`src/rtl/eem16_proj1_sweep.sv`:
```
// Stimulus sequencer and truth-table capture for the 3-input eem16_proj1 block.
// Walks x2..x0 through codes 0..7, samples z once per code, then publishes the result.
module eem16_proj1_sweep #(
    parameter int DWELL  = 4,
    parameter int SETTLE = 1
) (
    input  logic       clk,
    input  logic       rst_n,
    input  logic       start,
    input  logic       z,
    output logic       x2,
    output logic       x1,
    output logic       x0,
    output logic       busy,
    output logic       done,
    output logic [7:0] tt,
    output logic       tt_valid
);

    localparam int CW = (DWELL > 2) ? $clog2(DWELL) : 1;
    localparam logic [CW-1:0] CNT_LAST   = CW'(DWELL - 1);
    localparam logic [CW-1:0] CNT_SETTLE = CW'(SETTLE);

    generate
        if (DWELL < 2 || SETTLE < 1 || SETTLE >= DWELL) begin : g_param_check
            $error("eem16_proj1_sweep: illegal DWELL/SETTLE combination");
        end
    endgenerate

    typedef enum logic [1:0] {
        IDLE,
        DRIVE,
        FLUSH,
        DONE
    } state_t;

    state_t          state, state_nx;
    logic [2:0]      code, code_nx;
    logic [CW-1:0]   cnt, cnt_nx;
    logic [7:0]      shadow, shadow_nx;
    logic [7:0]      tt_nx;
    logic            busy_nx, done_nx, tt_valid_nx;

    // The code register drives the stimulus pins directly, so they stay glitch-free.
    assign {x2, x1, x0} = code;

    always_ff @(posedge clk or negedge rst_n) begin
        if (!rst_n) begin
            state    <= IDLE;
            code     <= 3'd0;
            cnt      <= '0;
            shadow   <= 8'h00;
            tt       <= 8'h00;
            tt_valid <= 1'b0;
            busy     <= 1'b0;
            done     <= 1'b0;
        end else begin
            state    <= state_nx;
            code     <= code_nx;
            cnt      <= cnt_nx;
            shadow   <= shadow_nx;
            tt       <= tt_nx;
            tt_valid <= tt_valid_nx;
            busy     <= busy_nx;
            done     <= done_nx;
        end
    end

    always_comb begin
        state_nx    = state;
        code_nx     = code;
        cnt_nx      = cnt;
        shadow_nx   = shadow;
        tt_nx       = tt;
        tt_valid_nx = tt_valid;
        busy_nx     = busy;
        done_nx     = 1'b0;

        case (state)
            IDLE: begin
                busy_nx = 1'b0;
                code_nx = 3'd0;
                if (start) begin
                    state_nx    = DRIVE;
                    cnt_nx      = '0;
                    busy_nx     = 1'b1;
                    tt_valid_nx = 1'b0;
                    shadow_nx   = 8'h00;
                end
            end

            DRIVE: begin
                cnt_nx = cnt + 1'b1;
                if (cnt == CNT_SETTLE) begin
                    shadow_nx[code] = z;
                end
                if (cnt == CNT_LAST) begin
                    cnt_nx = '0;
                    if (code == 3'd7) begin
                        state_nx = FLUSH;
                        code_nx  = 3'd0;
                    end else begin
                        code_nx = code + 3'd1;
                    end
                end
            end

            // Park the inputs at 000 so the downstream block ends in a known state.
            FLUSH: begin
                cnt_nx = cnt + 1'b1;
                if (cnt == CNT_LAST) begin
                    cnt_nx   = '0;
                    state_nx = DONE;
                    busy_nx  = 1'b0;
                end
            end

            DONE: begin
                state_nx    = IDLE;
                done_nx     = 1'b1;
                tt_nx       = shadow;
                tt_valid_nx = 1'b1;
            end

            default: begin
                state_nx = IDLE;
            end
        endcase
    end

endmodule
```
`config.mk`:
```
export PLATFORM = sky130hd
export DESIGN_NAME = eem16_proj1_sweep
export DESIGN_NICKNAME = d
export VERILOG_FILES = /design/src/rtl/eem16_proj1_sweep.sv
export SDC_FILE = /design/constraint.sdc
export NUM_CORES = 1
export LEC_CHECK = 0
export CAP_MARGIN = 0
export CORE_UTILIZATION = 50
export CTS_CLUSTER_SIZE = 8
export DETAILED_ROUTE_END_ITERATION = 8
export HOLD_SLACK_MARGIN = 0.12
export PLACE_DENSITY = 0.73
export SYNTH_ARGS = -nofsm -noshare
export SYNTH_HDL_FRONTEND = slang
export SYNTH_SLANG_ARGS = --single-unit
```
`constraint.sdc`:
```
create_clock -name clk -period 2.4 [get_ports clk]
set_clock_uncertainty 0.2 [all_clocks]
set_input_delay 0.36 -clock clk [delete_from_list [all_inputs] [get_ports clk]]
set_output_delay 0.36 -clock clk [all_outputs]
set_load 0.005 [all_outputs]
```
==> summary.md, run 1 <==
| Metric | Value |
|---|---|
| Max Cap Viol | 0 |
| Worst Slack Setup Final | between 300 and 400 ps |
| CTS-repair resized insts | 0 |
| CTS Buffer Depth | 2 |
| TritonCTS sink count | 26 |
| Diode count | 0 |
| Static Leak | ~0.81 nW |
| Peak VDD IR | 0.833 mV |
| Final worst path period share | 0.871 |
| Worst reg2reg endpoint | state[1] |
| Cell Count, Final, Fillers Out | 160 |
| Vias in the first global route | 978 |
| First-pass GRT wire length | 4330 µm |
| Post-route ant nets | 0 |
| Crit-path max FO | 11 |
| Clk pin slew, worst setup/hold paths | between 100 and 150 ps |
| Status | finished clean |
| Core Area | between 2000 and 3000 µm² |
| Synthesized Nets | 126 |
| TritonCTS buffer count | 3 |
| Root Buffer | clkbuf_4 |
| GP Congestion | 0.801 |
| Cell mode on critical path | ha_1 |
| Top cell type's share of synthesized area | 0.475 |
| Minimum clock period | 2090 ps |
| Commonest register cell after synthesis | dfrtp_1 |
| Yosys Warn Count | 0 |
| Setup Fix Bufs, Post-CTS | 0 |
| Cell family with most CP delay | flip-flops |
| Total track usage | 0.206 |
| Ports | 18 |
| Worst-Skew Late Latency | a little over 300 ps |
| Mapped Cells | ~110 |
| Max Fclk | 478 MHz |
| Residual DRC | 0 |
| Most common cell in the synthesized netlist | dfrtp_1 |
| Worst Path Buf+Inv | 0 |
| Congestion Overflow GR | 0 |
| Final TNS setup | 0 ps |
| Antenna violations before repair | 0 |
| Routed via count | 957 |
| Worst reg2reg setup slack | 310 ps |
| Final #Nets | roughly 140 |
| Worst-margin pin slew | 505 ps |
| Cell Area, Synth | approximately 1400 µm² |
| Inst Count DP | 156 |
| Max stage delay on crit path | between 500 and 600 ps |
| DRT Pass-1 Iters | 4 |
| Post-synth top cells | dfrtp_1, ha_1, mux2_1, a211o_1, nor3_1 |
| Biggest area consumer among synthesized cells | dfrtp_1 |
| Dpl hpwl | roughly 1800 µm |
| Area Overhead vs Synth | 15.9% |
| Largest net degree at the start of global routing | 27 |
| PnR Total Power | 1.62 mW |
| Cell variety after synth | 36 |
| Critical Path End | state[1] |
| Final setup viols | 0 |
| Dominant cells by area after synthesis | dfrtp_1, ha_1, mux2_1 |
| Worst EP required | 2410 ps |
| Setup crit start kind | flop |
| Rel. slew slack | 0.663 |
| Hold WS | 189 ps |
| Fin. max-slew vios | 0 |
| Port Buf Inserts | 17 |
| CP Depth | 5 |
| CP Capture Type | flop |
| Post-CTS Hold Buffers | 0 |
| CTS tree | built |
| Crit path launch | code[0] |
| Die width | 54.3 µm |
| RSZ-0062 raised after global routing | false |
| WS Path Type | flop to flop |
| Register area share after synthesis | 0.475 |
| Initial Util | 0.543 |
| Post-synth EDFFs | 0 |
| Ratio of cells with drive above 1 in the final layout | 0.0923 |
| Cell Pwr Density | 1020 nW/µm² |
| CP Cell Sequence | ha_1 -> ha_1 -> nor2b_1 -> nor4_2 -> mux2_1 |
| Worst reg2reg path startpoint | code[0] |
| Mean Syn Cell Area | 12.1 µm² |
| Pre-CTS setup slack | 321 ps |
| Final hold viol count | 0 |
| Rows | 18 |
| DRC marker count from the first detailed-route iteration | 18 |
| HP Class | input pin to asynchronous set/reset pin |
| Vias per cell | 5.98 |
| DIE AREA | 2950 µm² |
| Detailed Route WL | 2550 µm |
| FF-to-FF path depth | 5 |
| Htree depth | 1 |
| Crit path arrival time | ~2100 ps |
| Die Span Y | around 54 µm |
| Synthesized flop and latch total | 26 |
| Async SR Flop Fraction | 1.00 |
| Per-cell routed wire length | 15.9 µm |
| Slowest cell on the critical path | dfrtp_1 |
-- worst min-delay path by stage --
stage                     start    end  slack, ps  cells past startpoint
after floorplan           rst_n   busy       -140                      0
after global placement    tt[3]  tt[3]        270                      1
after detailed placement  tt[5]  tt[5]        270                      1
after CTS                 rst_n  tt[7]        190                      2
after global routing      rst_n  tt[6]        230                      2
final                     rst_n  tt[7]        190                      2
-- worst reg2reg max path: cells and delay by family (launching register included) --
kind / cells / cell delay (ps)
adders and majority gates: 2 / 440
DFF: 1 / 570
and+or+nand+nor: 2 / 430
muxes: 1 / 360
-- kinds of logic after synthesis --
family,Yosys count,synth area share
AO/OA/AOI/OAI,29,0.182
adder cells (fa/ha/maj),9,0.0822
buffers and inverters,10,0.0384
flip-flops,26,0.475
multiplexers,12,0.0959
AND/OR/NAND/NOR,27,0.127
-- through the flow --
stage	util	instance area, µm²
after detailed placement	0.615	1550
after global routing	0.629	1590
after CTS	0.629	1590
after floorplan	-	1370
after global placement	0.615	1550
final	0.629	1590
-- layer usage --
layer | global-route usage | up-vias | part of all wire
met5 | 0 | - | 0
met4 | 0.0855 | 0 | 0.0051
met3 | 0.0306 | 2 | 0.035
met2 | 0.323 | 21 | 0.47
met1 | 0.283 | 477 | 0.49
li1 | - | 457 | -
-- placed cells by master (no fill, tap or decap), drive strengths merged --
cell | netlist | layout
o41ai | 1 | 1
ha | 9 | 9
nor2b | 5 | 5
nor4 | 2 | 2
nor2 | 4 | 4
nor3 | 6 | 6
a32oi | 1 | 1
clkdlybuf4s50 | 0 | 17
or3b | 1 | 1
a32o | 2 | 2
or4 | 1 | 1
nand2b | 3 | 3
clkbuf | 0 | 4
mux2 | 9 | 9
a22o | 1 | 1
mux2i | 3 | 3
a211o | 8 | 8
nand2 | 2 | 2
nand4 | 1 | 1
a21o | 1 | 1
o311a | 1 | 1
o211a | 6 | 6
dfrtp | 26 | 26
nand4b | 1 | 1
o21ai | 5 | 5
a21oi | 1 | 1
or2 | 1 | 1
inv | 5 | 5
o21a | 1 | 1
o311ai | 1 | 1
buf | 5 | 1
-- power by group --
| part | internal [mW] | switching (mW) |
|---|---|---|
| Clock | 0.0926 | 0.122 |
| Sequential | 0.538 | 0.0981 |
| Combinational | 0.370 | 0.400 |
-- flip-flops by register name, summed over array words and instances (netlist names) --
register and flops:
shadow 8, tt 8, code 3, cnt 2
state 2, busy 1, done 1, tt_valid 1
-- area by class of cell --
| class | instances | area, µm² |
|---|---|---|
| fillers | 205 | 935 |
| multi-input cells | 77 | 667 |
| flip-flops and latches | 26 | 651 |
| repair buffers | 18 | 178 |
| well taps | 30 | 37.5 |
| clock buffers | 4 | 36.3 |
| inverters | 5 | 18.8 |
(Power assumes the default switching activity.)
==> inputs of run 2 (changes only) <==
--- a/config.mk
+++ b/config.mk
@@ -6,8 +6,9 @@
 export NUM_CORES = 1
 export LEC_CHECK = 0
 export CAP_MARGIN = 0
+export CORE_MARGIN = 4
 export CORE_UTILIZATION = 50
-export CTS_CLUSTER_SIZE = 8
+export CTS_CLUSTER_SIZE = 20
 export DETAILED_ROUTE_END_ITERATION = 8
 export HOLD_SLACK_MARGIN = 0.12
 export PLACE_DENSITY = 0.73
==> run 2 against run 1 <==
- sequential share of layout area unchanged
- sequential power about the same
- combinational power about the same
- first-iteration DRC count increased by 100%
- highest routed layer unchanged
==> summary.md, run 2 (same netlist as run 1, synthesis figures left out) <==
| Metric | Value |
|---|---|
| Status | finished clean (unchanged) |
| Post-route ant nets | 0 (unchanged) |
| Hold WS | 186 ps (was 189 ps) |
| Crit-path max FO | 11 (unchanged) |
| Worst EP required | 2420 ps (was 2410 ps) |
| Setup crit start kind | flop (unchanged) |
| TritonCTS sink count | 26 (unchanged) |
| Max Cap Viol | 0 (unchanged) |
| Clk pin slew, worst setup/hold paths | 140 ps (about the same) |
| Clock power frac | 0.135 (was 0.133) |
| Final TNS setup | 0 ps (unchanged) |
| Antenna violations before repair | 0 (unchanged) |
| Post-CTS Hold Buffers | 0 (unchanged) |
| DP Area | 1550 µm² (unchanged) |
| Die Span Y | 60.3 µm (was 54.3 µm) |
| Footprint of the multi-input gates | 667 µm² (unchanged) |
| Sequential share of power | 0.390 (was 0.392) |
| Register Area | 651 µm² (unchanged) |
| Most frequent cells in the layout | dfrtp_1, clkdlybuf4s50_1, mux2_1, ha_1, a211o_1 (unchanged) |
| Pre-CTS setup slack | 325 ps (was 321 ps) |
| DRT Pass-1 Iters | 4 (unchanged) |
| Congestion Overflow GR | 0 (unchanged) |
| Final #Nets | 144 (unchanged) |
| Worst Path Buf+Inv | 0 (unchanged) |
| Rel. slew slack | 0.652 (was 0.663) |
| Worst Slack Setup Final | 341 ps (was 309 ps) |
| Ports | 18 (unchanged) |
| Psw | 629 µW (was 621 µW) |
| CP Cell Sequence | ha_1 -> ha_1 -> nor2b_1 -> nor4_2 -> mux2_1 (unchanged) |
| Per-cell routed wire length | 16.1 µm (was 15.9 µm) |
| Area Overhead vs Synth | 15.9% (unchanged) |
| Vias per cell | 5.85 (was 5.98) |
| Largest net degree at the start of global routing | 27 (unchanged) |
| Comb power frac | 0.475 (about the same) |
| Initial Util | 0.538 (was 0.543) |
| GP Congestion | 0.770 (was 0.801) |
| Crit path arrival time | 2080 ps (was 2100 ps) |
| CTS tree | built (unchanged) |
| Worst-margin pin slew | 521 ps (was 505 ps) |
| CTS Buffer Depth | 2 (unchanged) |
| First-pass GRT wire length | 4280 µm (was 4330 µm) |
| Final worst path period share | 0.858 (was 0.871) |
| RSZ-0062 raised after global routing | false (unchanged) |
| Rows | 18 (unchanged) |
| Minimum clock period | 2060 ps (was 2090 ps) |
| Max stage delay on crit path | 570 ps (about the same) |
| Cell mode on critical path | ha_1 (unchanged) |
| HP Class | input pin to asynchronous set/reset pin (unchanged) |
| Peak VDD IR | 0.754 mV (was 0.833 mV) |
| Top flop regs | shadow: 8 flops, tt: 8 flops, code: 3 flops (unchanged) |
| FILL cells | 214 (was 205) |
| Fin area | 1590 µm² (unchanged) |
| Cell Pwr Density | 1030 nW/µm² (was 1020 nW/µm²) |
| DRC marker count from the first detailed-route iteration | 36 (was 18) |
| Cell family with most CP delay | flip-flops (unchanged) |
| CP Capture Type | flop (unchanged) |
| CTS-repair resized insts | 0 (unchanged) |
| TritonCTS buffer count | 3 (unchanged) |
| Detailed Route WL | 2570 µm (was 2550 µm) |
| WS Path Type | flop to flop (unchanged) |
| DIE AREA | 3640 µm² (was 2950 µm²) |
| Routed via count | 936 (was 957) |
| Port Buf Inserts | 17 (unchanged) |
| Max Fclk | 486 MHz (was 478 MHz) |
| Htree depth | 1 (unchanged) |
| Static Leak | 0.810 nW (unchanged) |
| Vias in the first global route | 893 (was 978) |
| Root Buffer | clkbuf_4 (unchanged) |
| Residual DRC | 0 (unchanged) |
| Core Area | 2540 µm² (was 2520 µm²) |
| Final setup viols | 0 (unchanged) |
| Setup Fix Bufs, Post-CTS | 0 (unchanged) |
| Worst-Skew Late Latency | 320 ps (was 310 ps) |
| Internal Pwr Total | 1.00 mW (about the same) |
| Slowest cell on the critical path | dfrtp_1 (unchanged) |
| Fin. max-slew vios | 0 (unchanged) |
| Dpl hpwl | 1890 µm (was 1840 µm) |
| Ratio of cells with drive above 1 in the final layout | 0.0923 (unchanged) |
| Die width | 60.3 µm (was 54.3 µm) |
| Commonest non-fill, non-tap cell in the layout | dfrtp_1 (unchanged) |
| Sw frac | 0.386 (was 0.383) |
| Final hold viol count | 0 (unchanged) |
| Diode count | 0 (unchanged) |
| Total track usage | 0.157 (was 0.206) |
-- run 2: layout make-up --
| cell class | count | share of cell area |
|---|---|---|
| Multi-Input combinational cell | 77 | 0.420 |
| Timing Repair Buffer | 18 | 0.112 |
| Inverter | 5 | 0.0118 |
| Clock buffer | 4 | 0.0229 |
| Tap cell | 30 | 0.0236 |
| Sequential cell | 26 | 0.410 |
-- run 2: worst paths after layout --
check                        start         to  slack [ps]  cells after the start
setup / recovery           code[0]   state[1]         340                      5
hold / removal               rst_n  shadow[4]         190                      2
setup reg to reg           code[0]   state[1]         340                      5
hold reg to reg              tt[2]      tt[2]         300                      1
max in group asynchronous    rst_n    code[2]        1570                      2
min in group clk             tt[2]      tt[2]         300                      1
-- run 2: per-stage QoR --
stage | instances | utilization | total power [mW]
finish | 160 | 0.624 | 1.63
global route | 160 | 0.624 | 1.77
CTS | 160 | 0.624 | 1.65
detailed placement | 156 | 0.610 | 1.43
global placement | 156 | 0.610 | 1.39
floorplan | 113 | - | 1.20
-- run 2: power groups by stage --
stage / sequential [mW] / clock (mW) / combinational (mW)
floorplan: 0.617 / 0 / 0.586
global placement: 0.639 / 0 / 0.755
detailed placement: 0.647 / 0 / 0.780
CTS: 0.637 / 0.228 / 0.783
global route: 0.653 / 0.247 / 0.867
finish: 0.636 / 0.220 / 0.773
-- run 2: layer usage --
metal,share of wire,vias up,GRT usage
li1,-,461,-
met1,0.54,455,0.238
met2,0.43,16,0.231
met3,0.024,4,0.0255
met4,0.012,0,0.0475
met5,0,-,0
-- run 2: worst reg2reg max path, delay by kind of cell (launching register included) --
| family | cells | cell delay [ps] |
|---|---|---|
| DFF | 1 | 570 |
| muxes | 1 | 360 |
| and+or+nand+nor | 2 | 420 |
| adders and majority gates | 2 | 410 |
